$ cat src/rtl/jtdsp16_rom_fetch.sv
// jtdsp16_rom_fetch: direct-mapped line cache between the ROM AAU fetch port and slow external program memory.
// Optional macro JTDSP16_ROM_PREFETCH_EN adds a PREF state that fetches line L+1 after each demand fill of line L.

module jtdsp16_rom_fetch #(
   parameter int LW = 2,
   parameter int LN = 4,
   parameter int AW = 16
) (
   input  logic          clk,
   input  logic          rst_n,
   input  logic [15:0]   rom_addr,
   output logic [15:0]   rom_dout,
   output logic          rom_wait,
   input  logic          inv,
   output logic          ext_cs,
   output logic [AW-1:0] ext_addr,
   input  logic [15:0]   ext_data,
   input  logic          ext_ok
);

   localparam int TW  = 16 - LW - LN;
   localparam int NL  = 1 << LN;
   localparam int NW  = 1 << (LW + LN);
   localparam int NPW = 1 << LW;

`ifdef JTDSP16_ROM_PREFETCH_EN
   typedef enum logic [1:0] {IDLE, FILL, PREF} state_t;
`else
   typedef enum logic [1:0] {IDLE, FILL} state_t;
`endif

   logic [15:0]   data_mem [NW];
   logic [TW-1:0] tag_mem  [NL];

   state_t        state_q, state_d;
   logic [NL-1:0] valid_q, valid_d;
   logic [AW-1:0] base_q, base_d;
   logic [AW-1:0] ext_addr_q, ext_addr_d;
   logic [LW-1:0] cnt_q, cnt_d;
   logic          ext_cs_q, ext_cs_d;
   logic          abort_q, abort_d;

   logic [LW-1:0] word;
   logic [LN-1:0] line;
   logic [TW-1:0] tag;
   logic          hit;
   logic [LN-1:0] fill_line;
   logic [TW-1:0] fill_tag;
   logic          accept;
   logic          tag_we;

   assign word      = rom_addr[LW-1:0];
   assign line      = rom_addr[LW+LN-1:LW];
   assign tag       = rom_addr[15:LW+LN];
   assign hit       = valid_q[line] && (tag_mem[line] == tag);
   assign rom_dout  = data_mem[{line, word}];
   assign fill_line = base_q[LW+LN-1:LW];
   assign fill_tag  = base_q[LW+LN +: TW];
   // ext_ok only counts while a request is actually outstanding
   assign accept    = ext_cs_q && ext_ok;
   assign ext_cs    = ext_cs_q;
   assign ext_addr  = ext_addr_q;

`ifdef JTDSP16_ROM_PREFETCH_EN
   logic [AW-1:0] pbase;
   logic [LN-1:0] next_line;
   logic          next_hit;

   assign pbase     = base_q + AW'(NPW);
   assign next_line = pbase[LW+LN-1:LW];
   assign next_hit  = valid_q[next_line] && (tag_mem[next_line] == pbase[LW+LN +: TW]);
   // a prefetch only blocks the core when the demand address is not cached
   assign rom_wait  = !hit || (state_q == FILL);
`else
   assign rom_wait  = !hit || (state_q != IDLE);
`endif

   always_comb begin
      state_d    = state_q;
      valid_d    = valid_q;
      base_d     = base_q;
      cnt_d      = cnt_q;
      ext_cs_d   = ext_cs_q;
      ext_addr_d = ext_addr_q;
      abort_d    = abort_q;
      tag_we     = 1'b0;
      case (state_q)
         IDLE: begin
            if (inv) begin
               valid_d = '0;
            end else if (!hit) begin
               state_d       = FILL;
               base_d        = AW'({rom_addr[15:LW], {LW{1'b0}}});
               cnt_d         = '0;
               valid_d[line] = 1'b0;
               ext_cs_d      = 1'b1;
               ext_addr_d    = AW'({rom_addr[15:LW], {LW{1'b0}}});
               abort_d       = 1'b0;
            end
         end
         default: begin
            if (inv) abort_d = 1'b1;
            if (accept) begin
               cnt_d      = cnt_q + LW'(1);
               ext_cs_d   = 1'b0;
               ext_addr_d = base_q + AW'(cnt_q) + AW'(1);
               if (abort_q || inv) begin
                  // the in-flight word is done; drop the line and flush everything
                  state_d = IDLE;
                  abort_d = 1'b0;
                  valid_d = '0;
               end else if (cnt_q == '1) begin
                  tag_we             = 1'b1;
                  valid_d[fill_line] = 1'b1;
                  state_d            = IDLE;
`ifdef JTDSP16_ROM_PREFETCH_EN
                  if (state_q == FILL && !next_hit) begin
                     state_d            = PREF;
                     base_d             = pbase;
                     cnt_d              = '0;
                     ext_addr_d         = pbase;
                     valid_d[next_line] = 1'b0;
                  end
`endif
               end
            end else if (!ext_cs_q) begin
               if (abort_q || inv) begin
                  state_d = IDLE;
                  abort_d = 1'b0;
                  valid_d = '0;
               end else begin
                  ext_cs_d = 1'b1;
               end
            end
         end
      endcase
   end

   always_ff @(posedge clk or negedge rst_n) begin
      if (!rst_n) begin
         state_q    <= IDLE;
         valid_q    <= '0;
         base_q     <= '0;
         cnt_q      <= '0;
         ext_cs_q   <= 1'b0;
         ext_addr_q <= '0;
         abort_q    <= 1'b0;
      end else begin
         state_q    <= state_d;
         valid_q    <= valid_d;
         base_q     <= base_d;
         cnt_q      <= cnt_d;
         ext_cs_q   <= ext_cs_d;
         ext_addr_q <= ext_addr_d;
         abort_q    <= abort_d;
      end
   end

   always_ff @(posedge clk) begin
      if (accept) data_mem[{fill_line, cnt_q}] <= ext_data;
      if (tag_we) tag_mem[fill_line] <= fill_tag;
   end

endmodule

$ cat config.mk
export PLATFORM = sky130hd
export DESIGN_NAME = jtdsp16_rom_fetch
export DESIGN_NICKNAME = d
export VERILOG_FILES = /design/src/rtl/jtdsp16_rom_fetch.sv
export SDC_FILE = /design/constraint.sdc
export NUM_CORES = 1
export LEC_CHECK = 0
export CAP_MARGIN = 20
export CELL_PAD_IN_SITES_DETAIL_PLACEMENT = 1
export CELL_PAD_IN_SITES_GLOBAL_PLACEMENT = 2
export CORE_UTILIZATION = 45
export CTS_BUF_LIST = sky130_fd_sc_hd__clkbuf_8
export CTS_CLUSTER_SIZE = 8
export DETAILED_ROUTE_END_ITERATION = 10
export PLACE_DENSITY_LB_ADDON = 0.1
export SKIP_CTS_REPAIR_TIMING = 1
export SLEW_MARGIN = 20
export SYNTH_ARGS = -nofsm -noshare
export SYNTH_HDL_FRONTEND = slang
export SYNTH_SLANG_ARGS = --single-unit
export TNS_END_PERCENT = 5
$ cat constraint.sdc
create_clock -name clk -period 8.75 [get_ports clk]
set_input_delay 1.3125 -clock clk [delete_from_list [all_inputs] [get_ports clk]]
set_output_delay 1.3125 -clock clk [all_outputs]
set_load 0.01 [all_outputs]
==> results.ini <==
[clock_network]
h-tree-depth = 4
cts-root-buf = clkbuf_8
cts_made_buffers = 200
cts_tree = done
clockBufferDepth = 3
clock_latency_ns = 0.88
cts.sinks = 1233
clk_pin_slew_ns = 0.06

[cells_and_area]
fillerInstances = 9528
layout_common_cells = edfxtp_1, mux4_2, clkbuf_8
final_common_cell = edfxtp_1
drive_above_1_share_pct = 28.5
regArea_sq_um = 36800
fin_nets = 2620
area_growth_pct = 13.3
postLayoutCellArea_sq_um = 55100
multi_input_area_sq_um = 11500

[drt]
drtIter0Drc = 2256
dr.pass1.iters = 5
antenna_left = 0
via_per_inst = 5.99
wl_per_cell_um = 33.2
vias = 24808
drt_wl_total_um = 138000
remaining_drc_errors = 0

[place]
dpl_cell_area_sq_um = 51500
dp.final_hpwl_um = 83800
port_buffers = 69
place.gp.congestion = 0.829

[floorplanning]
start_util_pct = 45.4
core-area_sq_um = 107000
fp.dieW_um = 331
dieArea_sq_um = 109000
die_y_um = 331
row_count = 120
io_pins = 70

[setup_path]
path_class = input pin to output pin
cp.required_ns = 7.44
crit_slowest_cell = a221oi_1
crit_chain = buf_4 -> buf_4 -> nor2_1 -> a221oi_1 -> xnor2_1 -> nand4_1 -> a211o_1 -> or2_2 -> clkdlybuf4s50_1
crit_top_cell = buf_4
crit_arrival_ns = 5.44
slowest_delay_ns = 0.73
start_kind = input pin
cp_max_fo = 36
cp-end-kind = output pin

[grt]
overflow = 0
first_global_vias = 26038
grt_max_degree = 66
antenna_found_initial = 4
grt_pass1_wl_um = 194000
grt_usage_pct = 25.6

[run_status]
status = completed

[power_and_ir_drop]
p_leak_nw = 18.0
switching_share_pct = 26.3
p_per_area_nw_per_um2 = 234
peakVddDrop_v = 0.000156
switchingPower_w = 0.00340
comb_power_share_pct = 10.6
intPower_w = 0.00952
seqPwrFrac_pct = 54.7
pwr-share-clk_pct = 34.7

[synthesis]
synth_fp_nets = 2376
synthAdderAreaFrac_pct = 0.0257
ys_seq_area_share_pct = 75.6
synth_top_family_by_area = multiplexers
synth_mux_area_share_pct = 16.5
synth_cell_types = 72
yosysWarningCount = 0
async_flop_share_pct = 3.97
syn_inst = 2339
yosys.area_share.simple_pct = 2.80
synth_xor_area_share_pct = 0.396
synth_compound_area_share_pct = 3.22
syn-cell-area_sq_um = 48600
yosys_most_used_dff = edfxtp_1
syn_avg_cell_area_sq_um = 20.8
synth_enable_flop_cells = 1184
ys_seq_elements = 1233

[timing]
min_period_over_period_pct = 77.2
report.final.slew_viol_count = 0
finalClockSkew_ns = 0.0301
rsz0062_at_grt = no
max_slew_margin_pct = 21.2
worst_slew_pin_slew_ns = 1.18
min_period_ns = 6.75
finalSetupTns_ns = 0
setup_viol = 0
final_hold_viol_count = 0
max_freq_mhz = 148

[hold_path]
hold_path.class = flop to flop

[run]
maxCapViolCount = 0

[flip-flops by register name (all words and copies together) (netlist names)]
register / count
abort_q: 1
tag_mem: 160
data_mem: 1024
ext_addr: 16
valid_q: 16
base_q: 14
ext_cs: 1
state_q: 1
[power by group through the flow]
stage	Clock [W]	Sequential [W]	Combinational, W
after global placement	0	0.00717	0.00133
after global routing	0.00480	0.00709	0.00146
after CTS	0.00459	0.00707	0.00138
final	0.00448	0.00706	0.00137
after detailed placement	0	0.00719	0.00137
after floorplan	0	0.00705	0.000757
[path summary, 6_finish.rpt]
| path | to | slack, ns | startpoint | cells past startpoint |
|---|---|---|---|---|
| setup / recovery | rom_wait | 2.00 | rom_addr[2] | 9 |
| hold / removal | valid_q[11] | 0.49 | valid_q[11] | 1 |
| setup reg to reg | tag_mem[7][2] | 4.97 | ext_cs | 4 |
| hold reg to reg | valid_q[11] | 0.49 | valid_q[11] | 1 |
| max in group asynchronous | valid_q[10] | 7.72 | rst_n | 2 |
| min in group asynchronous | base_q[9] | 0.56 | rst_n | 2 |
[cells in the mapped netlist (all sizes together), types with 6 or more instances]
cell    count  area (sq um)
edfxtp   1184         35600
mux4      302          6810
nor2      117           442
mux2i      85           851
nand2      75           282
clkbuf     72           270
buf        63           348
dfrtp      49          1230
a21oi      46           230
o21ai      42           221
mux2       29           375
nand3      27           135
a22oi      26           195
inv        14          52.6
nor3       14          70.1
a211o      13           114
o21a       13          97.6
xor2       13           114
and3       10          62.6
a32oi       9          78.8
nor2b       9          56.3
o221ai      9          78.8
xnor2       9          78.8
a221oi      8          70.1
nand4       8          50.1
a31oi       7          43.8
nand2b      6          37.5
nand3b      6          45.0
or2         6          37.5
[metrics by stage]
stage | cells | hold WS, ns | worst slack, ns | total power (W) | utilization [%]
finish | 4141 | 0.494 | 2.00 | 0.0129 | 51.5
global route | 4141 | 0.520 | 1.96 | 0.0133 | 51.5
CTS | 4136 | 0.489 | 1.97 | 0.0130 | 51.4
detailed placement | 3781 | 0.477 | 1.98 | 0.00856 | 48.1
global placement | 3776 | 0.455 | 2.03 | 0.00850 | 48.0
floorplan | 2339 | 0.445 | 3.61 | 0.00780 | -
[per-layer routing]
layer	part of all wire [%]	track usage [%]	up-vias
met5	0	0	-
met4	2.9	8.64	0
met3	5.8	4.55	214
met2	50	42.5	853
met1	41	34.2	13485
li1	-	-	10256
[logic make-up (layout without fill, tap and decap cells)]
kind of cell | after synthesis | in the layout
xor+xnor | 22 | 22
other cells | 0 | 2
flops | 1233 | 1233
fa+ha+maj | 1 | 1
simple gates | 295 | 295
buf+inv | 150 | 547
compound gates | 222 | 222
mux | 416 | 416
[worst max-delay path: cells and delay by family]
family,cells,cell delay (ns)
buffers and inverters,3,1.61
AOI/OAI and AO/OA,2,1.23
and+or+nand+nor,3,1.05
xor gates and xnor gates,1,0.19
[layout make-up]
cell class	instances	share of cell area (%)
Clock buffer	207	5.17
Tap cell	1403	3.19
Clock inverter	148	1.22
Timing Repair Buffer	177	2.75
Inverter	15	0.104
Multi-Input combinational cell	956	20.8
Antenna cell	2	0.00909
Sequential cell	1233	66.8
Note: power is estimated with default switching activity, not from simulation.
